**config.mk**
```make
export PLATFORM = sky130hd
export DESIGN_NAME = alarm_panel
export DESIGN_NICKNAME = d
export VERILOG_FILES = /design/src/rtl/alarm_panel.sv
export SDC_FILE = /design/constraint.sdc
export NUM_CORES = 1
export LEC_CHECK = 0
export ABC_AREA = 1
export CORE_ASPECT_RATIO = 1.1
export CORE_MARGIN = 1
export CORE_UTILIZATION = 49
export DETAILED_ROUTE_END_ITERATION = 10
export GPL_TIMING_DRIVEN = 0
export PLACE_DENSITY_LB_ADDON = 0.15
export SETUP_SLACK_MARGIN = 0.4
export SYNTH_ARGS = -nofsm -noshare
export SYNTH_HDL_FRONTEND = slang
export SYNTH_SLANG_ARGS = --single-unit
```
**constraint.sdc**
```tcl
create_clock -name clk -period 1.7 [get_ports clk]
set_input_delay 0.255 -clock clk [delete_from_list [all_inputs] [get_ports clk]]
set_output_delay 0.255 -clock clk [all_outputs]
set_load 0.005 [all_outputs]
```
**src/rtl/alarm_panel.sv**
```systemverilog
// Alarm controller FSM: arm/disarm by keypad code, exit/entry delays, timed siren and zone trip record.
// Latency: every input acts on the next rising edge; all outputs are registered or decoded from state.
// Backpressure: none; all inputs are single-cycle strobes or levels and are never stalled.
module alarm_panel #(
  parameter int                  N_ZONES     = 4,
  parameter logic [N_ZONES-1:0]  DELAY_MASK  = 4'b0001,
  parameter int                  EXIT_CYC    = 8,
  parameter int                  ENTRY_CYC   = 8,
  parameter int                  SIREN_CYC   = 16,
  parameter int                  CODE_W      = 8,
  parameter logic [CODE_W-1:0]   DISARM_CODE = 8'hA5,
  parameter int                  MAX_BAD     = 3
) (
  input  logic               clk,
  input  logic               rst_n,
  input  logic [N_ZONES-1:0] zone_alarm,
  input  logic               arm_req,
  input  logic               code_valid,
  input  logic [CODE_W-1:0]  code_in,
  output logic               siren,
  output logic               armed,
  output logic               arm_fail,
  output logic [2:0]         state,
  output logic [N_ZONES-1:0] zone_latch
);

  localparam int MAX_CYC_A = (EXIT_CYC > ENTRY_CYC) ? EXIT_CYC : ENTRY_CYC;
  localparam int MAX_CYC   = (MAX_CYC_A > SIREN_CYC) ? MAX_CYC_A : SIREN_CYC;
  localparam int TMR_W     = (MAX_CYC > 1) ? $clog2(MAX_CYC) : 1;
  localparam int BAD_W     = $clog2(MAX_BAD + 1);

  localparam logic [TMR_W-1:0] EXIT_LOAD  = TMR_W'(EXIT_CYC - 1);
  localparam logic [TMR_W-1:0] ENTRY_LOAD = TMR_W'(ENTRY_CYC - 1);
  localparam logic [TMR_W-1:0] SIREN_LOAD = TMR_W'(SIREN_CYC - 1);
  // A bad code arriving while the count already sits here is the one that hits MAX_BAD.
  localparam logic [BAD_W-1:0] BAD_LAST   = BAD_W'(MAX_BAD - 1);
  localparam logic [BAD_W-1:0] BAD_CAP    = BAD_W'(MAX_BAD);

  typedef enum logic [2:0] {
    S_DISARMED = 3'd0,
    S_EXIT     = 3'd1,
    S_ARMED    = 3'd2,
    S_ENTRY    = 3'd3,
    S_ALARM    = 3'd4
  } state_t;

  state_t             r_state;
  logic [TMR_W-1:0]   r_timer;
  logic [BAD_W-1:0]   r_bad_cnt;
  logic [N_ZONES-1:0] r_zone_latch;
  logic               r_arm_fail;

  logic w_ok;
  logic w_bad;
  logic w_instant;
  logic w_delayed;

  assign w_ok      = code_valid && (code_in == DISARM_CODE);
  assign w_bad     = code_valid && !w_ok;
  assign w_instant = |(zone_alarm & ~DELAY_MASK);
  assign w_delayed = |(zone_alarm & DELAY_MASK);

  // Main controller: state, delay timer, bad-code count, zone record and arm-fail pulse.
  always_ff @(posedge clk or negedge rst_n) begin
    if (!rst_n) begin
      r_state      <= S_DISARMED;
      r_timer      <= '0;
      r_bad_cnt    <= '0;
      r_zone_latch <= '0;
      r_arm_fail   <= 1'b0;
    end else begin
      r_arm_fail <= 1'b0;
      case (r_state)
        S_DISARMED: begin
          // Codes are meaningless here; arm_req always takes precedence.
          r_bad_cnt <= '0;
          if (arm_req) begin
            if (zone_alarm == '0) begin
              r_state      <= S_EXIT;
              r_timer      <= EXIT_LOAD;
              r_zone_latch <= '0;
            end else begin
              r_arm_fail <= 1'b1;
            end
          end
        end
        S_EXIT: begin
          // Zones are ignored so the occupant can walk out through a door zone.
          if (w_ok) begin
            r_state <= S_DISARMED;
            r_timer <= '0;
          end else if (r_timer == '0) begin
            r_state <= S_ARMED;
          end else begin
            r_timer <= r_timer - 1'b1;
          end
        end
        S_ARMED: begin
          r_zone_latch <= r_zone_latch | zone_alarm;
          if (w_instant) begin
            r_state <= S_ALARM;
            r_timer <= SIREN_LOAD;
          end else if (w_delayed) begin
            r_state   <= S_ENTRY;
            r_timer   <= ENTRY_LOAD;
            r_bad_cnt <= '0;
          end
        end
        S_ENTRY: begin
          r_zone_latch <= r_zone_latch | zone_alarm;
          if (w_ok) begin
            r_state   <= S_DISARMED;
            r_timer   <= '0;
            r_bad_cnt <= '0;
          end else if (w_instant || (w_bad && (r_bad_cnt >= BAD_LAST)) || (r_timer == '0)) begin
            r_state <= S_ALARM;
            r_timer <= SIREN_LOAD;
          end else begin
            r_timer <= r_timer - 1'b1;
            if (w_bad && (r_bad_cnt != BAD_CAP)) begin
              r_bad_cnt <= r_bad_cnt + 1'b1;
            end
          end
        end
        S_ALARM: begin
          // On timeout re-arm keeping the record; a zone still high re-trips next cycle.
          r_zone_latch <= r_zone_latch | zone_alarm;
          if (w_ok) begin
            r_state   <= S_DISARMED;
            r_timer   <= '0;
            r_bad_cnt <= '0;
          end else if (r_timer == '0) begin
            r_state <= S_ARMED;
          end else begin
            r_timer <= r_timer - 1'b1;
          end
        end
        default: begin
          r_state <= S_DISARMED;
          r_timer <= '0;
        end
      endcase
    end
  end

  assign state      = r_state;
  assign siren      = (r_state == S_ALARM);
  assign armed      = (r_state == S_ARMED) || (r_state == S_ENTRY) || (r_state == S_ALARM);
  assign arm_fail   = r_arm_fail;
  assign zone_latch = r_zone_latch;

endmodule
```
# After elaboration in Yosys (flattened, before gate mapping)
# Index checks and enable logic that the tools add are counted.
[classes]
n_reduce_logical = 21
bitwise_logic = 1
order_cmp = 1
addsub = 2
eq_ne = 17
n_mux = 31
[ops]
columns = ["op", "count"]
rows = [
  ["two-way mux 4 bit", 10],
  ["two-way mux 3 bit", 8],
  ["case mux 4 bit (4 select lines)", 1],
  ["inequality test 3 bit (second input constant)", 5],
  ["two-way mux 2 bit", 6],
  ["case mux 3 bit (4 select lines)", 1],
  ["inequality test 2 bit (second input constant)", 5],
  ["== test 8 bit (second input constant)", 1],
  ["logical NOT 4 bit", 2],
  ["case mux 2 bit (4 select lines)", 1],
  ["case mux 4 bit (2 select lines)", 1],
  ["== test 3 x 2 -> 1 bit (second input constant)", 2],
  ["AND reduction 6 bit", 1],
  ["OR reduction 3 bit", 2],
  ["AND reduction 5 bit", 1],
  ["logical AND 1 bit", 4],
  ["logical OR 1 bit", 4],
  ["bitwise OR 4 bit", 1],
  ["AND reduction 4 bit", 1],
  ["nonzero test 4 bit", 1],
  ["subtractor 4 x 1 -> 4 bit (second input constant)", 1],
  ["== test 3 x 1 -> 1 bit (second input constant)", 1],
  ["== test 3 bit (second input constant)", 1],
  ["logical NOT 3 bit", 1],
  ["9 further kinds", 11],
]
[word_totals]
wordCells = 78
in_bits = 16
register_bits = 14
out_inout_bits = 10

# Depth between registers and ports, before layout
# Gate-level depths: netlist of the first run.
[depth]
ltp_word = 10
depth_mapped = 11
mapped_depth_nobuf = 11

# Least setup slack after synthesis of the first run
# OpenSTA, ideal clock, no wires.
[synth_path]
kind = "register -> register"
startpoint = "reg r_bad_cnt[0]"
endpoint = "reg r_bad_cnt[0]"
setup_time_ps = 118
n_path_buf = 0
slack_ps = 236
t_arrival_ps = 1346
t_required_ps = 1582
synth_period_minus_slack_ps = 1464
stages_incl_launch_ff = 10
cell_sequence = "dfrtp_1 > inv_1 > ha_1 > or2_2 > nand3_1 > nand2_1 > nand2_4 > nand3_2 > nand2_1 > nand2_1"
[synth_via]
elab_chain_len = 6
elab_cells_between_ends = 14
classes_between = "add/sub (1); order compare (1); eq/ne (3); mux (4); reduce/logical (5)"
[synth_rtl]
columns = ["item", "line", "text"]
rows = [
  ["start: declaration", "49", "logic [BAD_W-1:0] r_bad_cnt;"],
  ["start signal: assignment", "121", "r_bad_cnt <= r_bad_cnt + 1'b1;"],
  ["parallel branches: the longest is 6 deep, another holds adder 2 x 1 -> 2 bit", "n/a", ""],
]
# Several ways; the timed one is not identified. The select of a mux whose other input is x is not followed.
# A chain may end at the register's enable or synchronous reset.

# Final worst setup path of the first run
[layout_path]
startpoint = "reg r_state[1] (netlist: state[1])"
endpoint = "reg r_bad_cnt[0]"
[layout_via]
elab_chain_len = 3
elab_cells_between_ends = 12
classes_between = "eq/ne (8); mux (1); reduce/logical (3)"
[layout_rtl]
columns = ["item", "line", "text"]
rows = [
  ["start: declaration", "47", "state_t r_state;"],
  ["start signal: assignment", "66", "r_state <= S_DISARMED;"],
  ["start signal: assignment", "79", "r_state <= S_EXIT;"],
  ["start signal: assignment", "90", "r_state <= S_DISARMED;"],
  ["== test 3 x 2 -> 1 bit (tied with other cells)", "73", "case (r_state)"],
  ["inequality test 3 bit (no line) (tied with other cells)", "n/a", ""],
  ["AND reduction 6 bit (no line)", "n/a", ""],
]
# Parallel ways exist; a longest one is shown, timed or not.

==> qor.yml, run 1 <==
antenna_found_initial: 0
portBuffers: 25
grt_setup_unrepaired: "yes"
routed_wl_um: 5460
hold_violations: 0
yosysTopAreaCell: "dfrtp_1"
cp-startpoint: "state[1]"
fillers: 82
drive_gt1_share_pct: 46.9
row_count: 17
cts-buffers-inserted: 3
setup_viol: 0
drv_cap: 0
worstPathRequired_ns: 1.89
slowest_stage: "dfrtp_2"
io_pins: 26
grt_max_degree: 15
peakVddDrop_uv: 1820
min_period_ns: 1.69
timing.setup.critical_path_class: "reg2reg"
synth_nets: 181
synth_cell_type_count: 21
core_mm2: 0.00204
grt_pass1_vias: 1459
worstSkewPairLatency_ns: 0.31
arrival_ns: 1.89
dieArea_mm2: 0.00239
min_period_over_period_pct: 99.6
drt-wirelength-per-cell_um: 21.7
ys_ff_latch: 14
multi_input_comb_area_um2: 820
h-tree-depth: 1
run_status: "complete, no violations"
via_per_inst: 6.54
start_util_pct: 52.8
nets: 244
hold_ws_ns: 0.356
synth.avg_cell_area_um2: 6.65
final_area_mm2: 0.00188
gp_congestion: 0.816
relSlewSlack_pct: 51.8
ant_nets: 0
cts_root_buf: "clkbuf_4"
max_clock_freq_mhz: 591
clk_path_buf_depth: 2
preCtsSetupSlack_ns: -0.0770
cts_tree: "yes"
final_cell_mix: "nand2_1, buf_4, clkdlybuf4s50_1"
leakage_nw: 0.948
hold_class: "in2async"
insertedDiodeCount: 0
r2r_slack_ns: 0.007
synth-seq-area-share_pct: 32.5
mostFrequentLayoutCell: "nand2_1"
tightest_slew_ns: 0.721
dr_total_vias: 1648
clk_pin_slew_ns: 0.12
worstPathMaxFanout: 3
slew_viol_final: 0
drc: 0
path_cells: "buf_6, buf_6, inv_4, nor2_2, nand3_1, nand2_1, nor2_1, nand2_1, inv_2, nand3_2, nand2_1, nand2_1"
cpMostUsedCell: "nand2_1"
synth_top_cell_area_share_pct: 32.5
register_area_um2: 354
r2r-end: "r_bad_cnt[0]"
place_area_mm2: 0.00139
grt_usage_pct: 36.1
cts_sinks: 14
synth.area.top_cells: "dfrtp_1, nand2_1, nand3_2, inv_1, nor2_1"
die_width_um: 46.7
rr_startpoint: "state[1]"
grt_overflow: 0
dp_hpwl_um: 1960
grt_pass1_wl_um: 6100
area_delta_synth_final_pct: 74.2
fin_skew_ns: 0.00959
power.density_mw_per_mm2: 1960
critPathMaxStageDelay_ns: 0.45
synth_warnings: 0
fin_ws_ns: 0.00722
start_kind: "flip-flop"
cts_hold_buf: 0
syn_area_mm2: 0.00108
rr_worst_depth: 12
syn_inst: 162
drt_iter0_drc: 83
die_h_um: 51.2
first_pass_iters: 5
critPathCaptureType: "flip-flop"
area by class of cell:
type | instances | area share [%]
Inverter | 24 | 5.87
Timing Repair Buffer | 58 | 27.8
Tap cell | 28 | 1.87
Clock buffer | 4 | 1.93
Sequential cell | 14 | 18.9
Multi-Input combinational cell | 124 | 43.7
kinds of logic after synthesis:
family | Yosys count | synth area share, %
adders and majority gates | 3 | 3.48
AOI/OAI and AO/OA | 11 | 6.04
buffers and inverters | 24 | 8.48
xor gates and xnor gates | 1 | 0.813
and+or+nand+nor | 109 | 48.7
DFF | 14 | 32.5
worst max-delay path by stage:
| stage | to | slack, ns | depth (start not counted) |
|---|---|---|---|
| after floorplan | r_bad_cnt[1] | 0.35 | 9 |
| after global placement | r_timer[0] | -0.008 | 10 |
| after detailed placement | r_timer[1] | -0.08 | 10 |
| after CTS | state[0] | 0.24 | 9 |
| after global routing | state[0] | -0.06 | 10 |
| final | r_bad_cnt[0] | 0.007 | 12 |
per-layer routing:
metal  GRT usage (%)  vias to the layer above  share of wire (%)  routed length (µm)
met5               0                        -                  0                   0
met4            27.1                        0                 10                 572
met3            7.42                       73                 11                 623
met1            38.7                      759                 33                1820
li1                -                      641                  -                   -
met2            59.5                      175                 45                2440
what timing repair did:
item | in CTS | in global routing
pin swaps | 14 | 18
buffers inserted | 23 | 10
endpoints found under the setup margin | 19 | 17
gates resized for setup | 52 | 34
gates cloned | 0 | 0
worst max-delay path: cells and delay by family, from the launching register on:
| family | cells | cell delay [ns] |
|---|---|---|
| simple gates | 8 | 0.73 |
| buf+inv | 4 | 0.41 |
| flops | 1 | 0.45 |
stage by stage:
stage / std cells / total power, mW / utilization [%] / TNS, ns
2_1_floorplan: 162 / 1.62 / - / 0
3_3_place_gp: 215 / 2.05 / 68.3 / -0.0180
3_5_place_dp: 215 / 2.11 / 68.3 / -0.401
4_1_cts: 242 / 2.83 / 82.4 / 0
5_1_grt: 252 / 3.85 / 91.9 / -0.173
6_report: 252 / 3.68 / 91.9 / 0
Yosys cell counts (all sizes together):
cell type / n
nor3b: 1
nand3b: 2
or2: 1
nand2: 68
xor2: 1
o211ai: 4
nand3: 16
dfrtp: 14
nand4: 3
nor2: 17
nor3: 1
a21oi: 2
clkinv: 1
inv: 23
ha: 3
o21ai: 5
flip-flops by register name, summed over array words and instances, names as in the netlist:
signal / flops
state: 3
r_bad_cnt: 2
r_timer: 4
zone_latch: 4
arm_fail: 1
power breakdown:
| group | switching (mW) | total, mW | internal [mW] |
|---|---|---|---|
| logic | 1.57 | 2.75 | 1.18 |
| clock network | 0.154 | 0.285 | 0.131 |
| registers | 0.148 | 0.642 | 0.493 |
No activity file was read; power rests on OpenSTA's default activity.
==> run 2: changes to the inputs <==
- GPL_TIMING_DRIVEN: 0 -> not set
- MAX_ROUTING_LAYER: not set -> met4
==> qor.yml, run 2 (synthesis results as in run 1) <==
cts-buffers-inserted: 3
ant_nets: 0
tightest_slew_ns: 0.333
final_area_mm2: 0.00173
grt_overflow: 0
mostFrequentLayoutCell: "nand2_1"
dr_total_vias: 1395
timing.setup.critical_path_class: "reg2reg"
row_count: 17
start_kind: "flip-flop"
peakVddDrop_uv: 1340
gp_congestion: 0.824
start_util_pct: 52.8
drt-wirelength-per-cell_um: 16.5
die_width_um: 46.7
io_pins: 26
final_cell_mix: "nand2_1, buf_4, nand2_2"
dp.cells: 222
fin_skew_ns: 0.00581
multi_input_comb_area_um2: 746
grt_pass1_vias: 1265
die_h_um: 51.2
setup_viol: 0
cts_tree: "yes"
h-tree-depth: 1
dieArea_mm2: 0.00239
dp_hpwl_um: 2060
max_clock_freq_mhz: 619
min_period_ns: 1.62
first_pass_iters: 4
fillers: 123
slew_viol_final: 0
arrival_ns: 1.81
drv_cap: 0
drt_iter0_drc: 68
routed_wl_um: 4090
worstPathMaxFanout: 7
cts_root_buf: "clkbuf_4"
run_status: "complete, no violations"
hold_violations: 0
post-route-util_pct: 84.9
drive_gt1_share_pct: 42.7
area_delta_synth_final_pct: 61.0
preCtsSetupSlack_ns: -0.00338
grt_usage_pct: 32.0
clk_path_buf_depth: 2
cts_sinks: 14
min_period_over_period_pct: 95.1
clk_pin_slew_ns: 0.10
stdcell_count: 248
cts_hold_buf: 0
worstSkewPairLatency_ns: 0.30
antenna_found_initial: 0
core_mm2: 0.00204
insertedDiodeCount: 0
relSlewSlack_pct: 77.8
nets: 240
hold_class: "in2async"
leakage_nw: 0.908
fin_ws_ns: 0.0837
via_per_inst: 5.63
worstPathRequired_ns: 1.89
power.density_mw_per_mm2: 1830
drc: 0
register_area_um2: 352
place_area_mm2: 0.00145
grt_pass1_wl_um: 5240
grt_max_degree: 15
grt_setup_unrepaired: "yes"
portBuffers: 25
critPathCaptureType: "flip-flop"
## run 2: through the flow
step           setup TNS (ns)  hold slack, ns  power (mW)
2_1_floorplan               0         -0.0406        1.62
3_3_place_gp                0           0.473        2.13
3_5_place_dp         -0.00338           0.481        2.17
4_1_cts                     0           0.271        2.71
5_1_grt                     0           0.272        3.37
6_report                    0           0.264        3.18
## run 2: routing by layer
layer  up-vias  wire length (µm)  track usage (%)
met5         -                 0                -
met4         0               210             20.5
met3        25               316             4.59
met2        95              2040             51.2
met1       650              1520             36.2
li1        625                 -                -
## run 2: worst max-delay path, cell delays in order, from the launching register on
cell and delay [ns]:
dfrtp_1 0.44, buf_6 0.15, buf_6 0.12, inv_4 0.05, nand3_1 0.10, nand2_2 0.15
nand3_1 0.14, nand2_2 0.14, inv_2 0.07, nand2_1 0.08, nand2_1 0.06
## run 2: worst paths after layout
kind,start,endpoint,slack (ns),depth (start not counted)
max in group asynchronous,rst_n,state[2],1.25,2
worst min-delay path,rst_n,state[1],0.26,2
worst min register to register,r_timer[0],r_timer[0],0.52,2
min in group clk,r_timer[0],r_timer[0],0.52,2
worst max register to register,state[1],r_timer[0],0.08,10
worst max-delay path,state[1],r_timer[0],0.08,10
## run 2: power breakdown
part	internal (mW)	total [mW]	switching, mW
registers	0.490	0.624	0.134
logic	1.02	2.30	1.27
clock network	0.131	0.262	0.132
total	1.65	3.18	1.54
## run 2: final cells by class
| class | count | area share (%) |
|---|---|---|
| multi-input cells | 124 | 43.0 |
| flip-flops and latches | 14 | 20.3 |
| well taps | 28 | 2.02 |
| repair buffers | 54 | 27.2 |
| inverters | 24 | 5.41 |
| clock buffers | 4 | 2.09 |
## run 2: repair_timing
action,in CTS,in global routing
resized for setup,42,17
setup endpoints to repair,19,17
pin swaps,7,10
setup buffers,14,8
